--- src/rtl/pipeline_ctrl_pkg.sv ---
// Shared encodings for the pipeline hazard/sequencing controller.
// Forwarding selects, controller FSM states and the per-stage control vector.
package pipeline_ctrl_pkg;

    typedef enum logic [1:0] {
        FWD_NO      = 2'd0,
        FWD_ALU_EXE = 2'd1,
        FWD_ALU_MEM = 2'd2,
        FWD_MEM     = 2'd3
    } fwd_e;

    typedef enum logic [1:0] {
        ST_INIT = 2'd0,
        ST_RUN  = 2'd1,
        ST_HALT = 2'd2,
        ST_STEP = 2'd3
    } state_e;

    localparam logic [4:0] GPR_ZERO = 5'd0;

    // One bit per pipeline stage, IF first.
    typedef struct packed {
        logic if_s;
        logic id_s;
        logic exe_s;
        logic mem_s;
        logic wb_s;
    } stage_vec_t;

endpackage

--- src/rtl/pipeline_ctrl_if.sv ---
// Datapath-facing signal bundle of the pipeline controller.
// master = CPU/datapath side, slave = controller side.
interface pipeline_ctrl_if;

    logic        rs_used_id;
    logic        rt_used_id;
    logic [31:0] inst_data_id;
    logic [4:0]  regw_addr_exe;
    logic        wb_wen_exe;
    logic        wb_data_src_exe;
    logic [4:0]  regw_addr_mem;
    logic        wb_wen_mem;
    logic        wb_data_src_mem;
    logic        is_branch_mem;
    logic        mem_req;
    logic        mem_ack;
    logic        dbg_run;
    logic        dbg_step;

    logic        if_rst, id_rst, exe_rst, mem_rst, wb_rst;
    logic        if_en, id_en, exe_en, mem_en, wb_en;
    logic [1:0]  exe_fwd_a_ctrl;
    logic [1:0]  exe_fwd_b_ctrl;
    logic        halted;
    logic        mem_err;
    logic [31:0] stall_cnt;
    logic [31:0] flush_cnt;

    modport master (
        output rs_used_id, rt_used_id, inst_data_id,
        output regw_addr_exe, wb_wen_exe, wb_data_src_exe,
        output regw_addr_mem, wb_wen_mem, wb_data_src_mem,
        output is_branch_mem, mem_req, mem_ack, dbg_run, dbg_step,
        input  if_rst, id_rst, exe_rst, mem_rst, wb_rst,
        input  if_en, id_en, exe_en, mem_en, wb_en,
        input  exe_fwd_a_ctrl, exe_fwd_b_ctrl, halted, mem_err,
        input  stall_cnt, flush_cnt
    );

    modport slave (
        input  rs_used_id, rt_used_id, inst_data_id,
        input  regw_addr_exe, wb_wen_exe, wb_data_src_exe,
        input  regw_addr_mem, wb_wen_mem, wb_data_src_mem,
        input  is_branch_mem, mem_req, mem_ack, dbg_run, dbg_step,
        output if_rst, id_rst, exe_rst, mem_rst, wb_rst,
        output if_en, id_en, exe_en, mem_en, wb_en,
        output exe_fwd_a_ctrl, exe_fwd_b_ctrl, halted, mem_err,
        output stall_cnt, flush_cnt
    );

endinterface

--- src/rtl/pipeline_ctrl_fwd_sel.sv ---
// Per-operand EXE-entry forwarding select; purely combinational, zero latency.
// No backpressure: a pure function of the current ID/EXE/MEM fields.
module pipeline_ctrl_fwd_sel
    import pipeline_ctrl_pkg::*;
(
    input  logic       src_used,
    input  logic [4:0] src_addr,
    input  logic [4:0] regw_addr_exe,
    input  logic       wb_wen_exe,
    input  logic       wb_data_src_exe,
    input  logic [4:0] regw_addr_mem,
    input  logic       wb_wen_mem,
    input  logic       wb_data_src_mem,
    output fwd_e       fwd_sel
);

    // A load in EXE has no data yet, so it never selects FWD_ALU_EXE and the
    // MEM-stage check gets its chance; WB producers go through regfile write-through.
    always_comb begin
        fwd_sel = FWD_NO;
        if (!src_used || src_addr == GPR_ZERO) begin
            fwd_sel = FWD_NO;
        end else if (src_addr == regw_addr_exe && wb_wen_exe && !wb_data_src_exe) begin
            fwd_sel = FWD_ALU_EXE;
        end else if (src_addr == regw_addr_mem && wb_wen_mem) begin
            fwd_sel = wb_data_src_mem ? FWD_MEM : FWD_ALU_MEM;
        end
    end

endmodule

--- src/rtl/pipeline_ctrl.sv ---
// MIPS 5-stage hazard/sequencing controller; PIPE_PERF_CNT_EN adds stall/flush counters.
// Latency: stage rst/en and forwarding selects are combinational, zero added latency.
// Backpressure: an unacknowledged data-memory access freezes IF..MEM and bubbles WB.
module pipeline_ctrl
    import pipeline_ctrl_pkg::*;
#(
    parameter int RST_CYCLES  = 4,
    parameter int MEM_TIMEOUT = 255
) (
    input  logic           clk,
    input  logic           rst,
    pipeline_ctrl_if.slave pif
);

    localparam int              ICW       = (RST_CYCLES > 1) ? $clog2(RST_CYCLES) : 1;
    localparam logic [ICW-1:0]  INIT_LAST = ICW'(RST_CYCLES - 1);
    localparam logic [7:0]      WAIT_MAX  = 8'(MEM_TIMEOUT);

    state_e         state_q, state_d;
    logic [ICW-1:0] init_cnt_q, init_cnt_d;
    logic [7:0]     wait_cnt_q, wait_cnt_d;
    logic           mem_err_q, mem_err_d;

    stage_vec_t     stage_rst, stage_en;
    logic           halted;
    fwd_e           fwd_a_raw, fwd_b_raw, fwd_a, fwd_b;
    logic [4:0]     rs_id, rt_id;
    logic           mem_wait, load_use, advance;

    assign rs_id    = pif.inst_data_id[25:21];
    assign rt_id    = pif.inst_data_id[20:16];
    assign mem_wait = pif.mem_req & ~pif.mem_ack;
    assign advance  = (state_q == ST_RUN) || (state_q == ST_STEP);
    assign load_use = pif.wb_wen_exe & pif.wb_data_src_exe & (pif.regw_addr_exe != GPR_ZERO)
                    & ((pif.rs_used_id & (rs_id == pif.regw_addr_exe))
                     | (pif.rt_used_id & (rt_id == pif.regw_addr_exe)));

    pipeline_ctrl_fwd_sel u_fwd_a (
        .src_used        (pif.rs_used_id),
        .src_addr        (rs_id),
        .regw_addr_exe   (pif.regw_addr_exe),
        .wb_wen_exe      (pif.wb_wen_exe),
        .wb_data_src_exe (pif.wb_data_src_exe),
        .regw_addr_mem   (pif.regw_addr_mem),
        .wb_wen_mem      (pif.wb_wen_mem),
        .wb_data_src_mem (pif.wb_data_src_mem),
        .fwd_sel         (fwd_a_raw)
    );

    pipeline_ctrl_fwd_sel u_fwd_b (
        .src_used        (pif.rt_used_id),
        .src_addr        (rt_id),
        .regw_addr_exe   (pif.regw_addr_exe),
        .wb_wen_exe      (pif.wb_wen_exe),
        .wb_data_src_exe (pif.wb_data_src_exe),
        .regw_addr_mem   (pif.regw_addr_mem),
        .wb_wen_mem      (pif.wb_wen_mem),
        .wb_data_src_mem (pif.wb_data_src_mem),
        .fwd_sel         (fwd_b_raw)
    );

    always_comb begin
        state_d    = state_q;
        init_cnt_d = init_cnt_q;
        wait_cnt_d = '0;
        mem_err_d  = mem_err_q;
        stage_rst  = '0;
        stage_en   = '0;
        halted     = 1'b0;
        fwd_a      = fwd_a_raw;
        fwd_b      = fwd_b_raw;

        case (state_q)
            ST_INIT: begin
                stage_rst = '1;
                fwd_a     = FWD_NO;
                fwd_b     = FWD_NO;
                if (init_cnt_q == INIT_LAST) begin
                    state_d = pif.dbg_run ? ST_RUN : ST_HALT;
                end else begin
                    init_cnt_d = init_cnt_q + ICW'(1);
                end
            end
            ST_HALT: begin
                halted = 1'b1;
                if (pif.dbg_run) begin
                    state_d = ST_RUN;
                end else if (pif.dbg_step) begin
                    state_d = ST_STEP;
                end
            end
            ST_RUN: begin
                if (!pif.dbg_run) begin
                    state_d = ST_HALT;
                end
            end
            default: begin
                // A single step only completes once the pipeline actually moves.
                if (!mem_wait) begin
                    state_d = ST_HALT;
                end
            end
        endcase

        if (advance) begin
            stage_en = '1;
            if (mem_wait) begin
                stage_en.if_s  = 1'b0;
                stage_en.id_s  = 1'b0;
                stage_en.exe_s = 1'b0;
                stage_en.mem_s = 1'b0;
                stage_rst.wb_s = 1'b1;
                wait_cnt_d = (wait_cnt_q == WAIT_MAX) ? wait_cnt_q : wait_cnt_q + 8'd1;
                if (wait_cnt_d == WAIT_MAX) begin
                    mem_err_d = 1'b1;
                end
            end else if (pif.is_branch_mem) begin
                stage_rst.id_s  = 1'b1;
                stage_rst.exe_s = 1'b1;
                stage_rst.mem_s = 1'b1;
            end else if (load_use) begin
                stage_en.if_s   = 1'b0;
                stage_en.id_s   = 1'b0;
                stage_rst.exe_s = 1'b1;
            end
        end
    end

    always_ff @(posedge clk) begin
        if (rst) begin
            state_q    <= ST_INIT;
            init_cnt_q <= '0;
            wait_cnt_q <= '0;
            mem_err_q  <= 1'b0;
        end else begin
            state_q    <= state_d;
            init_cnt_q <= init_cnt_d;
            wait_cnt_q <= wait_cnt_d;
            mem_err_q  <= mem_err_d;
        end
    end

`ifdef PIPE_PERF_CNT_EN
    logic [31:0] stall_cnt_q, stall_cnt_d;
    logic [31:0] flush_cnt_q, flush_cnt_d;

    always_comb begin
        stall_cnt_d = stall_cnt_q;
        flush_cnt_d = flush_cnt_q;
        if (advance && (mem_wait || (!pif.is_branch_mem && load_use))) begin
            stall_cnt_d = stall_cnt_q + 32'd1;
        end
        if (advance && !mem_wait && pif.is_branch_mem) begin
            flush_cnt_d = flush_cnt_q + 32'd1;
        end
    end

    always_ff @(posedge clk) begin
        if (rst) begin
            stall_cnt_q <= '0;
            flush_cnt_q <= '0;
        end else begin
            stall_cnt_q <= stall_cnt_d;
            flush_cnt_q <= flush_cnt_d;
        end
    end

    assign pif.stall_cnt = stall_cnt_q;
    assign pif.flush_cnt = flush_cnt_q;
`else
    assign pif.stall_cnt = '0;
    assign pif.flush_cnt = '0;
`endif

    assign pif.if_rst         = stage_rst.if_s;
    assign pif.id_rst         = stage_rst.id_s;
    assign pif.exe_rst        = stage_rst.exe_s;
    assign pif.mem_rst        = stage_rst.mem_s;
    assign pif.wb_rst         = stage_rst.wb_s;
    assign pif.if_en          = stage_en.if_s;
    assign pif.id_en          = stage_en.id_s;
    assign pif.exe_en         = stage_en.exe_s;
    assign pif.mem_en         = stage_en.mem_s;
    assign pif.wb_en          = stage_en.wb_s;
    assign pif.exe_fwd_a_ctrl = fwd_a;
    assign pif.exe_fwd_b_ctrl = fwd_b;
    assign pif.halted         = halted;
    assign pif.mem_err        = mem_err_q;

endmodule

--- src/flat_wrapper.sv ---
// flat-port wrapper written by rule: the top's interface ports become plain ports
module pipeline_ctrl_flat import pipeline_ctrl_pkg::*;
#(
    parameter int RST_CYCLES  = 4,
    parameter int MEM_TIMEOUT = 255
)
  (clk, rst, pif_rs_used_id, pif_rt_used_id, pif_inst_data_id, pif_regw_addr_exe, pif_wb_wen_exe, pif_wb_data_src_exe, pif_regw_addr_mem, pif_wb_wen_mem, pif_wb_data_src_mem, pif_is_branch_mem, pif_mem_req, pif_mem_ack, pif_dbg_run, pif_dbg_step, pif_if_rst, pif_id_rst, pif_exe_rst, pif_mem_rst, pif_wb_rst, pif_if_en, pif_id_en, pif_exe_en, pif_mem_en, pif_wb_en, pif_exe_fwd_a_ctrl, pif_exe_fwd_b_ctrl, pif_halted, pif_mem_err, pif_stall_cnt, pif_flush_cnt);
  pipeline_ctrl_if pif_i ();
  input  logic clk;
  input  logic rst;
  input wire logic [$bits(pif_i.rs_used_id)-1:0] pif_rs_used_id;
  input wire logic [$bits(pif_i.rt_used_id)-1:0] pif_rt_used_id;
  input wire logic [$bits(pif_i.inst_data_id)-1:0] pif_inst_data_id;
  input wire logic [$bits(pif_i.regw_addr_exe)-1:0] pif_regw_addr_exe;
  input wire logic [$bits(pif_i.wb_wen_exe)-1:0] pif_wb_wen_exe;
  input wire logic [$bits(pif_i.wb_data_src_exe)-1:0] pif_wb_data_src_exe;
  input wire logic [$bits(pif_i.regw_addr_mem)-1:0] pif_regw_addr_mem;
  input wire logic [$bits(pif_i.wb_wen_mem)-1:0] pif_wb_wen_mem;
  input wire logic [$bits(pif_i.wb_data_src_mem)-1:0] pif_wb_data_src_mem;
  input wire logic [$bits(pif_i.is_branch_mem)-1:0] pif_is_branch_mem;
  input wire logic [$bits(pif_i.mem_req)-1:0] pif_mem_req;
  input wire logic [$bits(pif_i.mem_ack)-1:0] pif_mem_ack;
  input wire logic [$bits(pif_i.dbg_run)-1:0] pif_dbg_run;
  input wire logic [$bits(pif_i.dbg_step)-1:0] pif_dbg_step;
  output wire logic [$bits(pif_i.if_rst)-1:0] pif_if_rst;
  output wire logic [$bits(pif_i.id_rst)-1:0] pif_id_rst;
  output wire logic [$bits(pif_i.exe_rst)-1:0] pif_exe_rst;
  output wire logic [$bits(pif_i.mem_rst)-1:0] pif_mem_rst;
  output wire logic [$bits(pif_i.wb_rst)-1:0] pif_wb_rst;
  output wire logic [$bits(pif_i.if_en)-1:0] pif_if_en;
  output wire logic [$bits(pif_i.id_en)-1:0] pif_id_en;
  output wire logic [$bits(pif_i.exe_en)-1:0] pif_exe_en;
  output wire logic [$bits(pif_i.mem_en)-1:0] pif_mem_en;
  output wire logic [$bits(pif_i.wb_en)-1:0] pif_wb_en;
  output wire logic [$bits(pif_i.exe_fwd_a_ctrl)-1:0] pif_exe_fwd_a_ctrl;
  output wire logic [$bits(pif_i.exe_fwd_b_ctrl)-1:0] pif_exe_fwd_b_ctrl;
  output wire logic [$bits(pif_i.halted)-1:0] pif_halted;
  output wire logic [$bits(pif_i.mem_err)-1:0] pif_mem_err;
  output wire logic [$bits(pif_i.stall_cnt)-1:0] pif_stall_cnt;
  output wire logic [$bits(pif_i.flush_cnt)-1:0] pif_flush_cnt;
  assign pif_i.rs_used_id = pif_rs_used_id;
  assign pif_i.rt_used_id = pif_rt_used_id;
  assign pif_i.inst_data_id = pif_inst_data_id;
  assign pif_i.regw_addr_exe = pif_regw_addr_exe;
  assign pif_i.wb_wen_exe = pif_wb_wen_exe;
  assign pif_i.wb_data_src_exe = pif_wb_data_src_exe;
  assign pif_i.regw_addr_mem = pif_regw_addr_mem;
  assign pif_i.wb_wen_mem = pif_wb_wen_mem;
  assign pif_i.wb_data_src_mem = pif_wb_data_src_mem;
  assign pif_i.is_branch_mem = pif_is_branch_mem;
  assign pif_i.mem_req = pif_mem_req;
  assign pif_i.mem_ack = pif_mem_ack;
  assign pif_i.dbg_run = pif_dbg_run;
  assign pif_i.dbg_step = pif_dbg_step;
  assign pif_if_rst = pif_i.if_rst;
  assign pif_id_rst = pif_i.id_rst;
  assign pif_exe_rst = pif_i.exe_rst;
  assign pif_mem_rst = pif_i.mem_rst;
  assign pif_wb_rst = pif_i.wb_rst;
  assign pif_if_en = pif_i.if_en;
  assign pif_id_en = pif_i.id_en;
  assign pif_exe_en = pif_i.exe_en;
  assign pif_mem_en = pif_i.mem_en;
  assign pif_wb_en = pif_i.wb_en;
  assign pif_exe_fwd_a_ctrl = pif_i.exe_fwd_a_ctrl;
  assign pif_exe_fwd_b_ctrl = pif_i.exe_fwd_b_ctrl;
  assign pif_halted = pif_i.halted;
  assign pif_mem_err = pif_i.mem_err;
  assign pif_stall_cnt = pif_i.stall_cnt;
  assign pif_flush_cnt = pif_i.flush_cnt;
  pipeline_ctrl #(.RST_CYCLES(RST_CYCLES), .MEM_TIMEOUT(MEM_TIMEOUT)) u_core (.clk(clk), .rst(rst), .pif(pif_i));
endmodule
--- config.mk ---
export PLATFORM = sky130hd
export DESIGN_NAME = pipeline_ctrl_flat
export DESIGN_NICKNAME = d
export VERILOG_FILES = /design/src/rtl/pipeline_ctrl_pkg.sv /design/src/rtl/pipeline_ctrl_if.sv /design/src/rtl/pipeline_ctrl_fwd_sel.sv /design/src/rtl/pipeline_ctrl.sv /design/src/flat_wrapper.sv
export SDC_FILE = /design/constraint.sdc
export NUM_CORES = 1
export LEC_CHECK = 0
export ABC_AREA = 1
export CAP_MARGIN = 20
export CELL_PAD_IN_SITES_DETAIL_PLACEMENT = 1
export CELL_PAD_IN_SITES_GLOBAL_PLACEMENT = 1
export CORE_AREA = 5 5 97 117
export DETAILED_ROUTE_END_ITERATION = 12
export DIE_AREA = 0 0 102 122
export GPL_TIMING_DRIVEN = 0
export PLACE_DENSITY = 0.74
export SLEW_MARGIN = 15
export SYNTH_ARGS = -nofsm -noshare
export SYNTH_HDL_FRONTEND = slang
export SYNTH_HIERARCHICAL = 1
export SYNTH_SLANG_ARGS = --single-unit
--- constraint.sdc ---
create_clock -name clk -period 1.55 [get_ports clk]
set_clock_uncertainty 0.1 [all_clocks]
set_input_delay 0.31 -clock clk [delete_from_list [all_inputs] [get_ports clk]]
set_output_delay 0.31 -clock clk [all_outputs]
set_load 0.05 [all_outputs]
==> flow_metrics.tcl <==
set metrics [dict create \
    vdd_drop_max_mv 0.601 \
    io_pins 135 \
    wl_per_cell_um 11.7 \
    first_pass_iters 4 \
    initial_core_util_pct 20.4 \
    clk_pin_slew_ns 0.05 \
    die-area_um2 12400 \
    insertion_delay_ns 0.24 \
    drt-initial-drc-count 41 \
    startpoint_type "input port" \
    arrival_ns 1.35 \
    yosys_warnings 6 \
    coreArea_um2 10200 \
    clock_path_buffers 2 \
    synthCells 367 \
    outcome "finished, violations left" \
    diodes 0 \
    timing.final.ws_setup_ns -0.208 \
    track_usage_pct 11.2 \
    drv_slew 0 \
    syn_to_final_growth_pct 74.4 \
    p_leak_uw 0.00194 \
    cts.sinks 13 \
    cts_max_level 1 \
    ys_ff_latch 13 \
    drt-vias-per-instance 3.94 \
    cts_made_buffers 3 \
    grt_pass1_vias 2624 \
    hp-class "register to register" \
    drc 0 \
    post-dp-hpwl_um 5910 \
    die_x_um 102 \
    violations "setup timing" \
    path_class "input port to output pin" \
    design_power_total_uw 4110 \
    final_layout_size_suffix_gt1_share_pct 45.5 \
    hold_viol 0 \
    p_per_area_nw_per_um2 1130 \
    r2r_slack_ns 0 \
    rsz0062_at_grt "true" \
    rows 41 \
    utilization_pct 35.5 \
    crit_required_ns 1.14 \
    clock.fmax_mhz 569 \
    crit_fanout 5 \
    setup_viol 13 \
    vias 2456 \
    grt-ovfl-total 0 \
    endpoint_kind "output pin" \
    tns_ns -1.58 \
    grt_pass1_wl_um 11400 \
    gp_congestion 0.788 \
    netlist_area_um2 2080 \
    routed_wirelength_um 7290 \
    antenna_found_initial 0 \
    finalCriticalPeriod_ns 1.76 \
    grt_max_degree 8 \
    dieHeight_um 122 \
    cts_tree "yes" \
    portBuffers 48 \
    avgSynthCellArea_um2 5.66 \
    pre_cts_ws_ns -1.45 \
    seq_area_frac_synth_pct 12.5 \
    cts_root_buf "clkbuf_16" \
    timing.final.crit_share_pct 113 \
    ant_nets 0 \
    synth_cell_types 29 \
    final_nets 553 \
    drv_cap 0 \
]
-- per-layer routing --
metal	vias up	global-route usage, %	wire, um
met2	70	22.8	4240
met1	1128	11.7	2620
met3	12	1.26	292
li1	1246	-	-
met5	-	0	0
met4	0	3.04	148
-- report_power, final --
| part | leakage (uW) | switching [uW] | internal [uW] |
|---|---|---|---|
| clock | 0.0000382 | 144 | 347 |
| sequential | 0.000109 | 62.2 | 395 |
| combinational | 0.00179 | 1930 | 1230 |
-- worst paths after layout --
path / from / end / cells past startpoint
worst min register to register: u_core/pif.mem_err$_SDFFE_PP0P_ / u_core/pif.mem_err$_SDFFE_PP0P_ / 2
worst min-delay path: u_core/pif.mem_err$_SDFFE_PP0P_ / u_core/pif.mem_err$_SDFFE_PP0P_ / 2
worst max-delay path: pif_regw_addr_exe[0] / pif_if_en / 12
worst max register to register: u_core/wait_cnt_q[0]$_SDFF_PP0_ / u_core/pif.mem_err$_SDFFE_PP0P_ / 10
-- sequential cells by signal (all words and copies together) (netlist names) --
signal / count
u_core/wait_cnt_q: 8
u_core/pif.mem_err: 1
u_core/init_cnt_q: 2
u_core/state_q: 2
-- layout make-up --
type                    count  area [um^2]
well taps                 129          161
inverters                  59          262
fillers                  1299         6590
plain buffers              68          526
clock buffers               4         78.8
repair buffers             60          716
multi-input cells         291         1610
flip-flops and latches     13          274
-- synthesized netlist by cell type --
cell type / n / area (um^2)
inv_2: 12 / 45.0
a21oi_2: 1 / 8.76
clkbuf_1: 1 / 3.75
xnor2_1: 2 / 17.5
nand2_2: 7 / 43.8
nand3_1: 23 / 115
inv_1: 47 / 176
nor2_4: 4 / 45.0
nor2_2: 4 / 25.0
buf_4: 67 / 503
a21oi_1: 9 / 45.0
a21oi_4: 1 / 16.3
nand2_4: 1 / 11.3
and3_1: 2 / 12.5
nand4_1: 4 / 25.0
conb_1: 1 / 3.75
nor2_1: 44 / 165
dfxtp_1: 13 / 260
nor3_1: 3 / 15.0
xor2_1: 6 / 52.6
o22ai_1: 1 / 6.26
o21ai_0: 8 / 40.0
ha_1: 2 / 25.0
o21bai_1: 1 / 7.51
or2_0: 1 / 6.26
nand2_1: 96 / 360
nor3_2: 2 / 20.0
o21ai_1: 3 / 15.0
o211ai_1: 1 / 7.51
-- cells in the final DEF (no fill, tap or decap), drive strengths merged --
cell type,n
a21oi,11
and3,2
buf,117
clkbuf,6
clkdlybuf4s15,1
clkdlybuf4s50,4
clkinv,1
conb,64
dfxtp,13
dlygate4sd2,4
ha,2
inv,58
nand2,105
nand3,23
nand4,4
nor2,52
nor3,5
o211ai,1
o21ai,11
o21bai,1
o22ai,1
or2,1
xnor2,2
xor2,6
-- kinds of logic (layout without fill, tap and decap cells) --
group,count (synthesis),after routing,synth area share (%)
AOI/OAI and AO/OA,25,25,7.04
xor gates and xnor gates,8,8,3.37
adders and majority gates,2,2,1.20
buffers and inverters,127,191,35.0
DFF,13,13,12.5
other,1,64,0.180
and+or+nand+nor,191,192,40.6
-- stage by stage --
step                      instance area (um^2)  hold slack [ns]  std cells
after floorplan                           2420            0.272        430
after global placement                    3060            0.351        607
after detailed placement                  3060            0.361        607
after CTS                                 3350            0.366        617
after global routing                      3620            0.406        624
final                                     3620            0.365        624
-- worst max-delay path: stages --
cell and delay (ns):
buf_6 0.10, inv_2 0.06, nand2_2 0.05, nand2_1 0.05
nor2_1 0.09, nand4_1 0.09, nand2_1 0.11, nand2_1 0.07
nand2_2 0.11, nand2_8 0.06, buf_8 0.11, buf_8 0.14
-- repair_timing --
item / 4_1_cts / 5_1_grt
endpoints found under the setup margin: 18 / 16
resized for setup: 302 / 70
pin swaps: 53 / 40
buffers inserted: 5 / 7
hold buffers: 0 / 0
cloned: 1 / 0
No activity file was read; power rests on OpenSTA's default activity.
